`src/rtl/signed_mult_inv_sqrt2_seq.sv`:
```
`default_nettype none
// ============================================================================
//  Module      : signed_mult_inv_sqrt2_seq
//  Description : Sequential signed multiplier by 1/sqrt(2) ~= 181/256.
//                Sign-magnitude, 8-step shift-and-add over the constant
//                bits, valid/ready handshake on input and output.
//                Optional macro SIGNED_MULT_INV_SQRT2_ROUND_EN selects
//                round-half-up of the magnitude instead of truncation.
//  Revision    : 1.0  initial release
// ============================================================================
module signed_mult_inv_sqrt2_seq #(
    parameter int N = 8
) (
    input  logic         clk,
    input  logic         rstn,
    input  logic         in_valid,
    output logic         in_ready,
    input  logic [N-1:0] a,
    output logic         out_valid,
    input  logic         out_ready,
    output logic [N-1:0] p
);

    // Accumulator wide enough for |a| * 181 with |a| up to 2^(N-1)
    localparam int         c_ACC_W = N + 8;
    localparam logic [7:0] c_K     = 8'b1011_0101;

    typedef enum logic [1:0] {
        S_IDLE = 2'd0,
        S_CALC = 2'd1,
        S_DONE = 2'd2
    } state_t;

    state_t               r_state;
    logic                 r_sgn;
    logic [N-1:0]         r_mag;
    logic [c_ACC_W-1:0]   r_acc;
    logic [2:0]           r_cnt;

    logic [c_ACC_W-1:0]   w_addend;
    logic [c_ACC_W-1:0]   w_sum;
    logic [c_ACC_W-1:0]   w_fin;
    logic [N-1:0]         w_m;
    logic [N-1:0]         w_p;
    logic [N-1:0]         w_a_mag;

    // Partial product for the current constant bit
    assign w_addend = c_K[r_cnt] ? ({8'd0, r_mag} << r_cnt) : '0;
    assign w_sum    = r_acc + w_addend;

`ifdef SIGNED_MULT_INV_SQRT2_ROUND_EN
    // Half-LSB bias on the magnitude gives rounding symmetric about zero;
    // it is folded into the final add so latency does not change
    assign w_fin = w_sum + c_ACC_W'(128);
`else
    assign w_fin = w_sum;
`endif

    // Drop the 8 fraction bits, then restore the sign (0 stays 0)
    assign w_m     = N'(w_fin >> 8);
    assign w_p     = r_sgn ? (~w_m + N'(1)) : w_m;

    // Magnitude of the operand; the most negative value maps to 2^(N-1)
    assign w_a_mag = a[N-1] ? (~a + N'(1)) : a;

    // Handshake outputs decode registered state only
    assign in_ready  = (r_state == S_IDLE);
    assign out_valid = (r_state == S_DONE);

    // Control FSM and datapath registers
    always_ff @(posedge clk) begin
        if (!rstn) begin
            r_state <= S_IDLE;
            r_sgn   <= 1'b0;
            r_mag   <= '0;
            r_acc   <= '0;
            r_cnt   <= 3'd0;
            p       <= '0;
        end else begin
            case (r_state)
                S_IDLE: begin
                    if (in_valid) begin
                        r_sgn   <= a[N-1];
                        r_mag   <= w_a_mag;
                        r_acc   <= '0;
                        r_cnt   <= 3'd0;
                        r_state <= S_CALC;
                    end
                end
                S_CALC: begin
                    r_acc <= w_sum;
                    r_cnt <= r_cnt + 3'd1;
                    if (r_cnt == 3'd7) begin
                        p       <= w_p;
                        r_state <= S_DONE;
                    end
                end
                S_DONE: begin
                    if (out_ready) begin
                        r_state <= S_IDLE;
                    end
                end
                default: begin
                    r_state <= S_IDLE;
                end
            endcase
        end
    end

endmodule
`default_nettype wire
```
`config.mk`:
```
export PLATFORM = sky130hd
export DESIGN_NAME = signed_mult_inv_sqrt2_seq
export DESIGN_NICKNAME = d
export VERILOG_FILES = /design/src/rtl/signed_mult_inv_sqrt2_seq.sv
export SDC_FILE = /design/constraint.sdc
export NUM_CORES = 1
export LEC_CHECK = 0
export BUFFER_PORTS_ARGS = -buffer_cell sky130_fd_sc_hd__buf_2
export CAP_MARGIN = 20
export CORE_AREA = 8 8 90 92
export DETAILED_ROUTE_END_ITERATION = 10
export DIE_AREA = 0 0 98 100
export GPL_TIMING_DRIVEN = 0
export HOLD_SLACK_MARGIN = 0.03
export SKIP_CTS_REPAIR_TIMING = 1
export SYNTH_ARGS = -nofsm -noshare
export SYNTH_HDL_FRONTEND = slang
export SYNTH_SLANG_ARGS = --single-unit
```
`constraint.sdc`:
```
create_clock -name clk -period 4.7 [get_ports clk]
set_input_delay 0.47 -clock clk [delete_from_list [all_inputs] [get_ports clk]]
set_output_delay 0.47 -clock clk [all_outputs]
set_load 0.01 [all_outputs]
```
==> flow_summary.json, run 1 <==
{
  "setup-tns-final_ns": 0,
  "synth.avg_cell_area_um2": 7.61,
  "critical_path.slowest_cell": "a311oi_2",
  "layout_worst_path_cycle_share": 0.895,
  "synth_enable_flop_cells": 0,
  "crit_path_max_fanout": 10,
  "timing.fmax_mhz": 238,
  "cts_tree": "built",
  "root_buffer": "clkbuf_8",
  "grt_start_max_net_pins": 13,
  "drcViolationCount": 0,
  "grt_use_total": 0.158,
  "clock_tree.buffer_depth": 2,
  "post_drt_wl_per_cell_um": 15.2,
  "dr.first_iter.drc_count": 127,
  "die_w_um": 98,
  "cp_top_family": "compound AO/OA/AOI/OAI gates",
  "status": "complete, no violations",
  "rsz_0062_raised_after_global_routing": "false",
  "dp_hpwl_um": 5740,
  "clock_sink_count": 39,
  "timing.setup.critical_path_class": "flip-flop to flip-flop",
  "worst_setup_path_start_kind": "flip-flop",
  "worst_setup_path_end_kind": "flip-flop",
  "critPathMaxStageDelay_ns": 0.45,
  "yosysSeqAreaShare": 0.266,
  "timing.critical_path.mode_cell": "clkbuf_1",
  "global_route_wire_length_before_repair_um": 12700,
  "mappedNetlistNets": 417,
  "synthesis.area_um2": 2930,
  "grt-ovfl-total": 0,
  "routed_wl_um": 7480,
  "post_drt_via_cell_ratio": 5.63,
  "max-vdd-ir-drop_uv": 126,
  "synth_cells": 385,
  "drv_slew": 0,
  "initial_core_util": 0.441,
  "vias_in_the_first_global_route": 2667,
  "die_height_um": 100,
  "yosys_warnings": 0,
  "setup_viol": 0,
  "finClkSkew_ns": 0.00373,
  "timing.max_cap.violations": 0,
  "critical_path_buf_inv_count": 3,
  "worst_skew_pair.late_latency_ns": 0.29,
  "n_antenna_cell": 0,
  "htree_num_levels": 2,
  "floorplan.core_area_um2": 6640,
  "io_pins": 22,
  "power_density_nw_per_um2": 241,
  "synth_to_final_area_change_pct": 10.5,
  "vias": 2771,
  "hold_viol": 0,
  "timing.critical_path.required_ns": 4.92,
  "hold-worst-slack_ns": 0.428,
  "nFillCells": 697,
  "buffer_ports.inserted": 20,
  "synth_cell_type_count": 56,
  "antenna_found_initial": 0,
  "core.rowCount": 30,
  "ys_ff_latch": 39,
  "detailedRoute.firstPassIterationCount": 4,
  "timing.final.crit_period_ns": 4.21,
  "drtAntennaViolNets": 0,
  "tightest_slew_ns": 0.635,
  "die_area_um2": 9800,
  "layout.nets": 444,
  "clk_transition_reported_paths_ns": 0.08,
  "synthArstFlopShare": 0,
  "critical_path_cell_sequence": "clkbuf_1, clkbuf_1, mux2i_1, o21ai_0, and2_1, ha_1, clkbuf_1, a211o_1, o311ai_1, o21ai_1, a311oi_2, nor4_2, or3_1, a31oi_1",
  "class_of_the_most_critical_hold_timing_path": "input port to flip-flop",
  "cp_data_arrival_time_ns": 4.42,
  "synthFlopType": "dfxtp_1",
  "drive_above_1_share": 0.112,
  "place_congestion": 0.835,
  "p_leak_uw": 0.00136,
  "number_of_buffers_added_by_the_clock_tree_synthesis_step": 5,
  "worst_slew_margin_rel": 0.573
}
-- tightest hold or removal path: cells and delay by family --
family | cells | cell delay, ns
simple gates | 1 | 0.08
buf+inv | 1 | 0.07
compound gates | 1 | 0.06
-- area by class of cell --
type / instances / area [µm²] / share of cell area
flip-flops and latches: 39 / 781 / 0.241
clock buffers: 5 / 68.8 / 0.0213
repair buffers: 20 / 100 / 0.0309
inverters: 11 / 41.3 / 0.0128
well taps: 80 / 100 / 0.0309
clock inverters: 2 / 37.5 / 0.0116
multi-input cells: 313 / 2010 / 0.622
plain buffers: 22 / 95.1 / 0.0294
-- logic make-up after synthesis --
kind of cell,count (synthesis),synth area share
AO/OA/AOI/OAI,98,0.230
XOR/XNOR,17,0.0508
adder cells (fa/ha/maj),20,0.0879
buffers and inverters,33,0.0465
flip-flops,39,0.266
multiplexers,15,0.0538
AND/OR/NAND/NOR,163,0.265
-- per-stage QoR --
stage	area (µm²)	util	worst slack, ns	std cells	power, µW
floorplan	2930	-	1.19	385	462
global placement	3130	0.471	0.605	485	499
detailed placement	3130	0.471	0.559	485	501
CTS	3240	0.487	0.528	492	787
global route	3240	0.487	0.175	492	819
finish	3240	0.487	0.494	492	779
-- layer usage --
metal,vias up,GRT usage,share of wire
li1,1426,-,-
met1,1277,0.204,0.49
met2,53,0.251,0.45
met5,-,0,0
met4,0,0.0612,0.025
met3,15,0.0339,0.040
-- cells in the final DEF (no fill, tap or decap), types with 3 or more instances in the layout --
cell	n
nor3_1	9
a31oi_1	4
clkbuf_1	15
a21oi_1	33
o21ai_0	7
and2_1	5
or3_1	4
nand2b_1	8
nand2_1	39
xor2_1	10
a22oi_1	9
nand3_1	15
nand4_1	3
dfxtp_1	39
a21o_1	5
ha_1	19
xnor2_1	7
buf_2	23
and3_1	3
nand3b_1	3
nor2b_1	12
o31ai_1	4
clkbuf_8	5
inv_1	11
mux2i_1	9
o21ai_1	4
mux2_2	6
o2111ai_1	3
a211oi_1	8
nor2_1	54
a211o_1	4
-- where the power goes --
group          internal (µW)  switching, µW
clock network            155            129
registers                342           9.68
logic                   53.7           89.1
total                    551            228
-- registers in the layout, summed over array words and instances, names as in the netlist, named ones only --
register  flops
r_state       2
r_sgn         1
p             8
r_acc        16
r_mag         8
r_cnt         3
-- worst paths after layout --
path / from / to / slack (ns) / cells after the start
max: r_cnt[0]$_SDFFE_PN0P_ / p[6]$_SDFFE_PN0P_ / 0.49 / 14
min: out_ready / r_state[1]$_SDFFE_PN0P_ / 0.43 / 3
max reg2reg: r_cnt[0]$_SDFFE_PN0P_ / p[6]$_SDFFE_PN0P_ / 0.49 / 14
min reg2reg: p[2]$_SDFFE_PN0P_ / p[2]$_SDFFE_PN0P_ / 0.46 / 2
-- cells in the mapped netlist, types with 3 or more instances --
cell        n  area (µm²)
dfxtp_1    39         781
o21ai_0     7        35.0
a22oi_1     9        67.6
o21ai_1     4        20.0
xor2_1     10        87.6
nor3_1      9        45.0
o31ai_1     4        30.0
xnor2_1     7        61.3
inv_1      11        41.3
mux2_2      6        67.6
a21oi_1    33         165
and3_1      3        18.8
a211oi_1    8        60.1
nor2_1     54         203
nand2_1    39         146
ha_1       19         238
a31oi_1     4        25.0
clkbuf_1   15        56.3
a211o_1     4        35.0
nor2b_1    12        75.1
nand3b_1    3        22.5
nand2b_1    8        50.1
nand4_1     3        18.8
nand3_1    15        75.1
and2_1      5        31.3
or3_1       4        25.0
buf_2       3        15.0
mux2i_1     9        90.1
a21o_1      5        37.5
o2111ai_1   3        26.3
(Power assumes the default switching activity.)
==> run 2: changes to the inputs <==
- ABC_AREA: not set -> 1
- BUFFER_PORTS_ARGS: -buffer_cell sky130_fd_sc_hd__buf_2 -> -buffer_cell sky130_fd_sc_hd__buf_4
- CORE_AREA: 8 8 90 92 -> 8 8 91 93
- DIE_AREA: 0 0 98 100 -> 0 0 99 101
- SLEW_MARGIN: not set -> 20
==> flow_summary.json, run 2 <==
{
  "finClkSkew_ns": 0.00836,
  "yosys_warnings": 0,
  "clk_transition_reported_paths_ns": 0.08,
  "synth_enable_flop_cells": 0,
  "mappedNetlistNets": 519,
  "mostFrequentLayoutCells": "161 x nand2_1, 61 x inv_1, 43 x a21oi_1",
  "post_drt_wl_per_cell_um": 13.0,
  "initial_core_util": 0.432,
  "clock_tree.buffer_depth": 2,
  "status": "complete, no violations",
  "setup-tns-final_ns": 0,
  "post_drt_via_cell_ratio": 5.05,
  "largest_regs": "r_acc: 16 flops, p: 8 flops, r_mag: 8 flops",
  "register_area_um2": 781,
  "r2r_setup_slk_ns": 1.31,
  "layout.nets": 546,
  "final_total_pwr_uw": 824,
  "power_density_nw_per_um2": 243,
  "seqPwrFrac": 0.426,
  "r2r_end": "p[4]$_SDFFE_PN0P_",
  "preCtsSetupSlack_ns": 1.33,
  "floorplan.core_area_um2": 6940,
  "drive_above_1_share": 0.115,
  "die_area_um2": 10000,
  "class_of_the_most_critical_hold_timing_path": "input port to flip-flop",
  "rsz_0062_raised_after_global_routing": "false",
  "area_of_the_multi_input_gates_um2": 1930,
  "antenna_found_initial": 0,
  "grt_use_total": 0.165,
  "placement.cell_area_um2": 3250,
  "timing.fmax_mhz": 295,
  "critical_path_buf_inv_count": 2,
  "timing.max_cap.violations": 0,
  "worst_setup_path_end_kind": "flip-flop",
  "ys_ff_latch": 39,
  "total_switching_power_uw": 222,
  "drv_slew": 0,
  "timing.final.crit_period_ns": 3.39,
  "grt_start_max_net_pins": 13,
  "yosys.cell_count.top_type": "nand2_1",
  "tightest_slew_ns": 0.592,
  "worst_slew_margin_rel": 0.605,
  "critical_path_cell_sequence": "clkbuf_1, mux2i_1, nor2_1, a31oi_1, o22ai_1, ha_1, nand2_1, inv_1, a21oi_1, nand3_1, nand2_1, nand2_2, ha_1, nand3_1, nand2_1, xor2_1, a21oi_1",
  "synthArstFlopShare": 0,
  "dr.first_iter.drc_count": 154,
  "detailedRoute.firstPassIterationCount": 4,
  "crit_path_max_fanout": 10,
  "dp_hpwl_um": 6320,
  "grt-ovfl-total": 0,
  "largest_register_ff_count": 16,
  "critPathMaxStageDelay_ns": 0.38,
  "n_antenna_cell": 0,
  "pwr-share-comb": 0.169,
  "yosys-top-cells-count": "161 x nand2_1, 61 x inv_1, 43 x a21oi_1",
  "io_pins": 22,
  "root_buffer": "clkbuf_8",
  "worst_setup_path_start_kind": "flip-flop",
  "vias": 3012,
  "timing.setup.critical_path_class": "flip-flop to flip-flop",
  "cp_top_family": "simple AND/OR/NAND/NOR gates",
  "reg2regPathDepth": 17,
  "synthFlopType": "dfxtp_1",
  "proportion_of_netlist_area_held_by_the_largest_area_contributor": 0.260,
  "r2r_start": "r_cnt[0]$_SDFFE_PN0P_",
  "vias_in_the_first_global_route": 2918,
  "synth.avg_cell_area_um2": 6.16,
  "worst_skew_pair.late_latency_ns": 0.29,
  "critical_path.slowest_cell": "dfxtp_1",
  "hold-worst-slack_ns": 0.429,
  "hold_end": "r_state[1]$_SDFFE_PN0P_",
  "largest_register": "r_acc",
  "cp_data_arrival_time_ns": 3.58,
  "cts_tree": "built",
  "place_congestion": 0.891,
  "routed_wl_um": 7760,
  "yosysSeqAreaShare": 0.260,
  "synth_cells": 487,
  "core.rowCount": 31,
  "die_w_um": 99,
  "switching_share": 0.269,
  "timing.critical_path.required_ns": 4.89,
  "worst_hold_path_startpoint": "out_ready",
  "htree_num_levels": 2,
  "global_route_wire_length_before_repair_um": 13400,
  "synth_to_final_area_change_pct": 12.8,
  "drtAntennaViolNets": 0,
  "number_of_buffers_added_by_the_clock_tree_synthesis_step": 5,
  "setup_viol": 0,
  "pwr-share-clk": 0.405,
  "synthesis.area_um2": 3000,
  "die_height_um": 101,
  "hold_viol": 0,
  "final_critical_path_setup_slack_ns": 1.31,
  "max-vdd-ir-drop_uv": 131,
  "timing.critical_path.mode_cell": "nand2_1",
  "synth_top_area_cell": "dfxtp_1",
  "drcViolationCount": 0,
  "final_common_cell": "nand2_1",
  "hold-path-cell-count": 4,
  "synth.top_cells.by_area": "dfxtp_1 26%, nand2_1 20%, ha_1 7.9%, inv_1 7.6%, a21oi_1 7.2%",
  "buffer_ports.inserted": 20,
  "clock_sink_count": 39,
  "internal-power_uw": 602,
  "p_leak_uw": 0.00171,
  "layout_worst_path_cycle_share": 0.722,
  "final_design_area_no_fill_um2": 3390,
  "synth_cell_type_count": 39,
  "nFillCells": 727
}
==> run 2: cell types whose count changed after synthesis, moves of 10 or more <==
cell,before,now
nor2_1,54,29
o21ai_0,7,21
nand3_1,15,31
inv_1,11,61
a21oi_1,33,43
nor2b_1,12,0
nand2_1,39,161
nand2_2,0,10
==> run 2: area by class of cell <==
type	instances	share of cell area
flip-flops and latches	39	0.231
repair buffers	20	0.0443
clock buffers	6	0.0214
clock inverters	2	0.0177
multi-input cells	372	0.569
inverters	63	0.0698
well taps	82	0.0303
plain buffers	13	0.0163
==> run 2: cells by family (layout without fill, tap and decap cells) <==
group / count (synthesis) / after routing / synth area share
XOR/XNOR: 6 / 6 / 0.0200
adder cells (fa/ha/maj): 20 / 20 / 0.0859
AND/OR/NAND/NOR: 260 / 260 / 0.375
buffers and inverters: 76 / 104 / 0.0972
multiplexers: 1 / 1 / 0.00334
AO/OA/AOI/OAI: 85 / 85 / 0.158
flip-flops: 39 / 39 / 0.260
==> run 2: worst min-delay path, stage by stage <==
cell	delay (ns)
buf_4	0.07
inv_1	0.03
nand2_1	0.05
a21oi_1	0.06
==> run 2: power groups by stage <==
stage | Combinational [µW] | Clock, µW | Sequential [µW]
global route | 161 | 357 | 353
CTS | 140 | 342 | 351
detailed placement | 139 | 0 | 358
finish | 139 | 334 | 351
global placement | 136 | 0 | 358
floorplan | 100 | 0 | 356
==> run 2: worst max-delay path by stage <==
stage,start,to,cells past startpoint
CTS,r_cnt[0]$_SDFFE_PN0P_,p[4]$_SDFFE_PN0P_,17
global route,r_cnt[0]$_SDFFE_PN0P_,p[4]$_SDFFE_PN0P_,16
finish,r_cnt[0]$_SDFFE_PN0P_,p[4]$_SDFFE_PN0P_,17
detailed placement,r_cnt[0]$_SDFFE_PN0P_,p[4]$_SDFFE_PN0P_,17
floorplan,r_cnt[0]$_SDFFE_PN0P_,p[4]$_SDFFE_PN0P_,17
global placement,r_cnt[0]$_SDFFE_PN0P_,p[4]$_SDFFE_PN0P_,17
==> run 2: metal layers <==
layer  part of all wire  vias up  global-route usage
li1                   -     1631                   -
met1               0.51     1332               0.213
met2               0.44       41               0.274
met3              0.030        8              0.0290
met4              0.012        0              0.0460
met5                  0        -                   0
==> run 2: metrics by stage <==
step,util,instances
after global placement,0.469,589
after CTS,0.488,597
after detailed placement,0.469,589
after floorplan,-,487
after global routing,0.488,597
final,0.488,597
==> run 3: changes to the inputs <==
- clock period: 4.7 -> 3 ns (I/O delays scaled with it)
==> flow_summary.json, run 3 (synthesis results as in run 2) <==
{
  "rsz_0062_raised_after_global_routing": "true",
  "number_of_buffers_added_by_the_clock_tree_synthesis_step": 5,
  "die_w_um": 99,
  "worst_slew_margin_rel": 0.612,
  "total_switching_power_uw": 380,
  "grt_start_max_net_pins": 13,
  "critical_path_cell_sequence": "clkinvlp_4, nand2_2, nand2_2, inv_2, nor2_2, a31oi_2, o22ai_1, ha_2, nand2_4, nor2_4, nand3_4, nand4_1, nand2_2, ha_4, nand3_2, nand2_2, xor2_2, a21oi_1",
  "largest_regs": "r_acc: 16 flops, p: 8 flops, r_mag: 8 flops",
  "mostFrequentLayoutCells": "146 x nand2_1, 55 x inv_1, 41 x a21oi_1",
  "max-vdd-ir-drop_uv": 210,
  "routed_wl_um": 8300,
  "floorplan.core_area_um2": 6940,
  "class_of_the_most_critical_hold_timing_path": "input port to flip-flop",
  "seqPwrFrac": 0.408,
  "drcViolationCount": 0,
  "timing.max_cap.violations": 0,
  "tightest_slew_ns": 0.582,
  "drv_slew": 0,
  "power_density_nw_per_um2": 363,
  "pwr-share-comb": 0.203,
  "vias_in_the_first_global_route": 2918,
  "internal-power_uw": 979,
  "clock_tree.buffer_depth": 2,
  "n_antenna_cell": 0,
  "critical_path_buf_inv_count": 2,
  "worst_skew_pair.late_latency_ns": 0.30,
  "grt-ovfl-total": 0,
  "worst_setup_path_end_kind": "flip-flop",
  "cp_data_arrival_time_ns": 3.12,
  "cp_top_family": "simple AND/OR/NAND/NOR gates",
  "place_congestion": 0.891,
  "setup-tns-final_ns": 0,
  "hold_viol": 0,
  "p_leak_uw": 0.00183,
  "pwr-share-clk": 0.389,
  "buffer_ports.inserted": 20,
  "drtAntennaViolNets": 0,
  "finClkSkew_ns": 0.00810,
  "clock_sink_count": 39,
  "grt_use_total": 0.165,
  "global_route_wire_length_before_repair_um": 13400,
  "io_pins": 22,
  "preCtsSetupSlack_ns": -0.369,
  "timing.final.crit_period_ns": 2.89,
  "cts_tree": "built",
  "htree_num_levels": 2,
  "post_drt_via_cell_ratio": 5.19,
  "hold-worst-slack_ns": 0.255,
  "die_area_um2": 10000,
  "largest_register_ff_count": 16,
  "final_design_area_no_fill_um2": 3750,
  "timing.setup.critical_path_class": "flip-flop to flip-flop",
  "layout.nets": 555,
  "dr.first_iter.drc_count": 155,
  "largest_register": "r_acc",
  "critical_path.slowest_cell": "ha_2",
  "final_common_cell": "nand2_1",
  "place.detailed.instances": 589,
  "switching_share": 0.280,
  "post_drt_wl_per_cell_um": 13.7,
  "setup_viol": 0,
  "timing.fmax_mhz": 345,
  "crit_path_max_fanout": 7,
  "layout_worst_path_cycle_share": 0.965,
  "clk_transition_reported_paths_ns": 0.08,
  "timing.critical_path.required_ns": 3.23,
  "detailedRoute.firstPassIterationCount": 4,
  "synth_to_final_area_change_pct": 24.9,
  "finish.cell_count_without_fillers": 606,
  "root_buffer": "clkbuf_8",
  "status": "complete, no violations",
  "critPathMaxStageDelay_ns": 0.44,
  "die_height_um": 101,
  "drive_above_1_share": 0.235,
  "core.rowCount": 31,
  "final_critical_path_setup_slack_ns": 0.105,
  "worst_setup_path_start_kind": "flip-flop",
  "vias": 3143,
  "initial_core_util": 0.432,
  "antenna_found_initial": 0,
  "placement.cell_area_um2": 3250,
  "dp_hpwl_um": 6320,
  "timing.critical_path.mode_cell": "nand2_2"
}
==> run 3: path summary, 6_finish.rpt <==
check                                       startpoint                 endpoint  cells past startpoint  slack [ns]
worst max register to register   r_cnt[0]$_SDFFE_PN0P_        p[4]$_SDFFE_PN0P_                     18        0.11
worst min register to register  r_acc[10]$_SDFFE_PN0P_   r_acc[10]$_SDFFE_PN0P_                      2        0.48
worst max-delay path             r_cnt[0]$_SDFFE_PN0P_        p[4]$_SDFFE_PN0P_                     18        0.11
worst min-delay path                         out_ready  r_state[1]$_SDFFE_PN0P_                      4        0.26
==> run 3: layout make-up <==
cell class / instances / area (µm²)
Fill cell: 711 / 3200
Multi-Input combinational cell: 372 / 2180
Sequential cell: 39 / 785
Inverter: 63 / 240
Timing Repair Buffer: 29 / 235
Tap cell: 82 / 103
Clock buffer: 6 / 72.6
Buffer: 13 / 68.8
Clock inverter: 2 / 60.1
==> run 3: power by group through the flow <==
stage	combinational, µW	clock, µW	sequential [µW]
after floorplan	157	0	558
after global placement	214	0	561
after detailed placement	218	0	561
after CTS	219	536	549
after global routing	309	562	557
final	276	529	554
==> run 3: tightest hold or removal path, delay by kind of cell <==
kind	cells	cell delay (ns)
buffers and inverters	2	0.10
and+or+nand+nor	1	0.05
AOI/OAI and AO/OA	1	0.05
==> run 3: per-layer routing <==
metal | vias to the layer above | GRT usage | part of all wire
met5 | - | 0 | 0
met3 | 6 | 0.0290 | 0.036
met2 | 56 | 0.274 | 0.47
met1 | 1433 | 0.213 | 0.48
met4 | 0 | 0.0460 | 0.0095
li1 | 1648 | - | -
==> run 3: stage by stage <==
stage	util	total power, µW
2_1_floorplan	-	715
3_3_place_gp	0.469	775
3_5_place_dp	0.469	779
4_1_cts	0.488	1300
5_1_grt	0.540	1430
6_report	0.540	1360
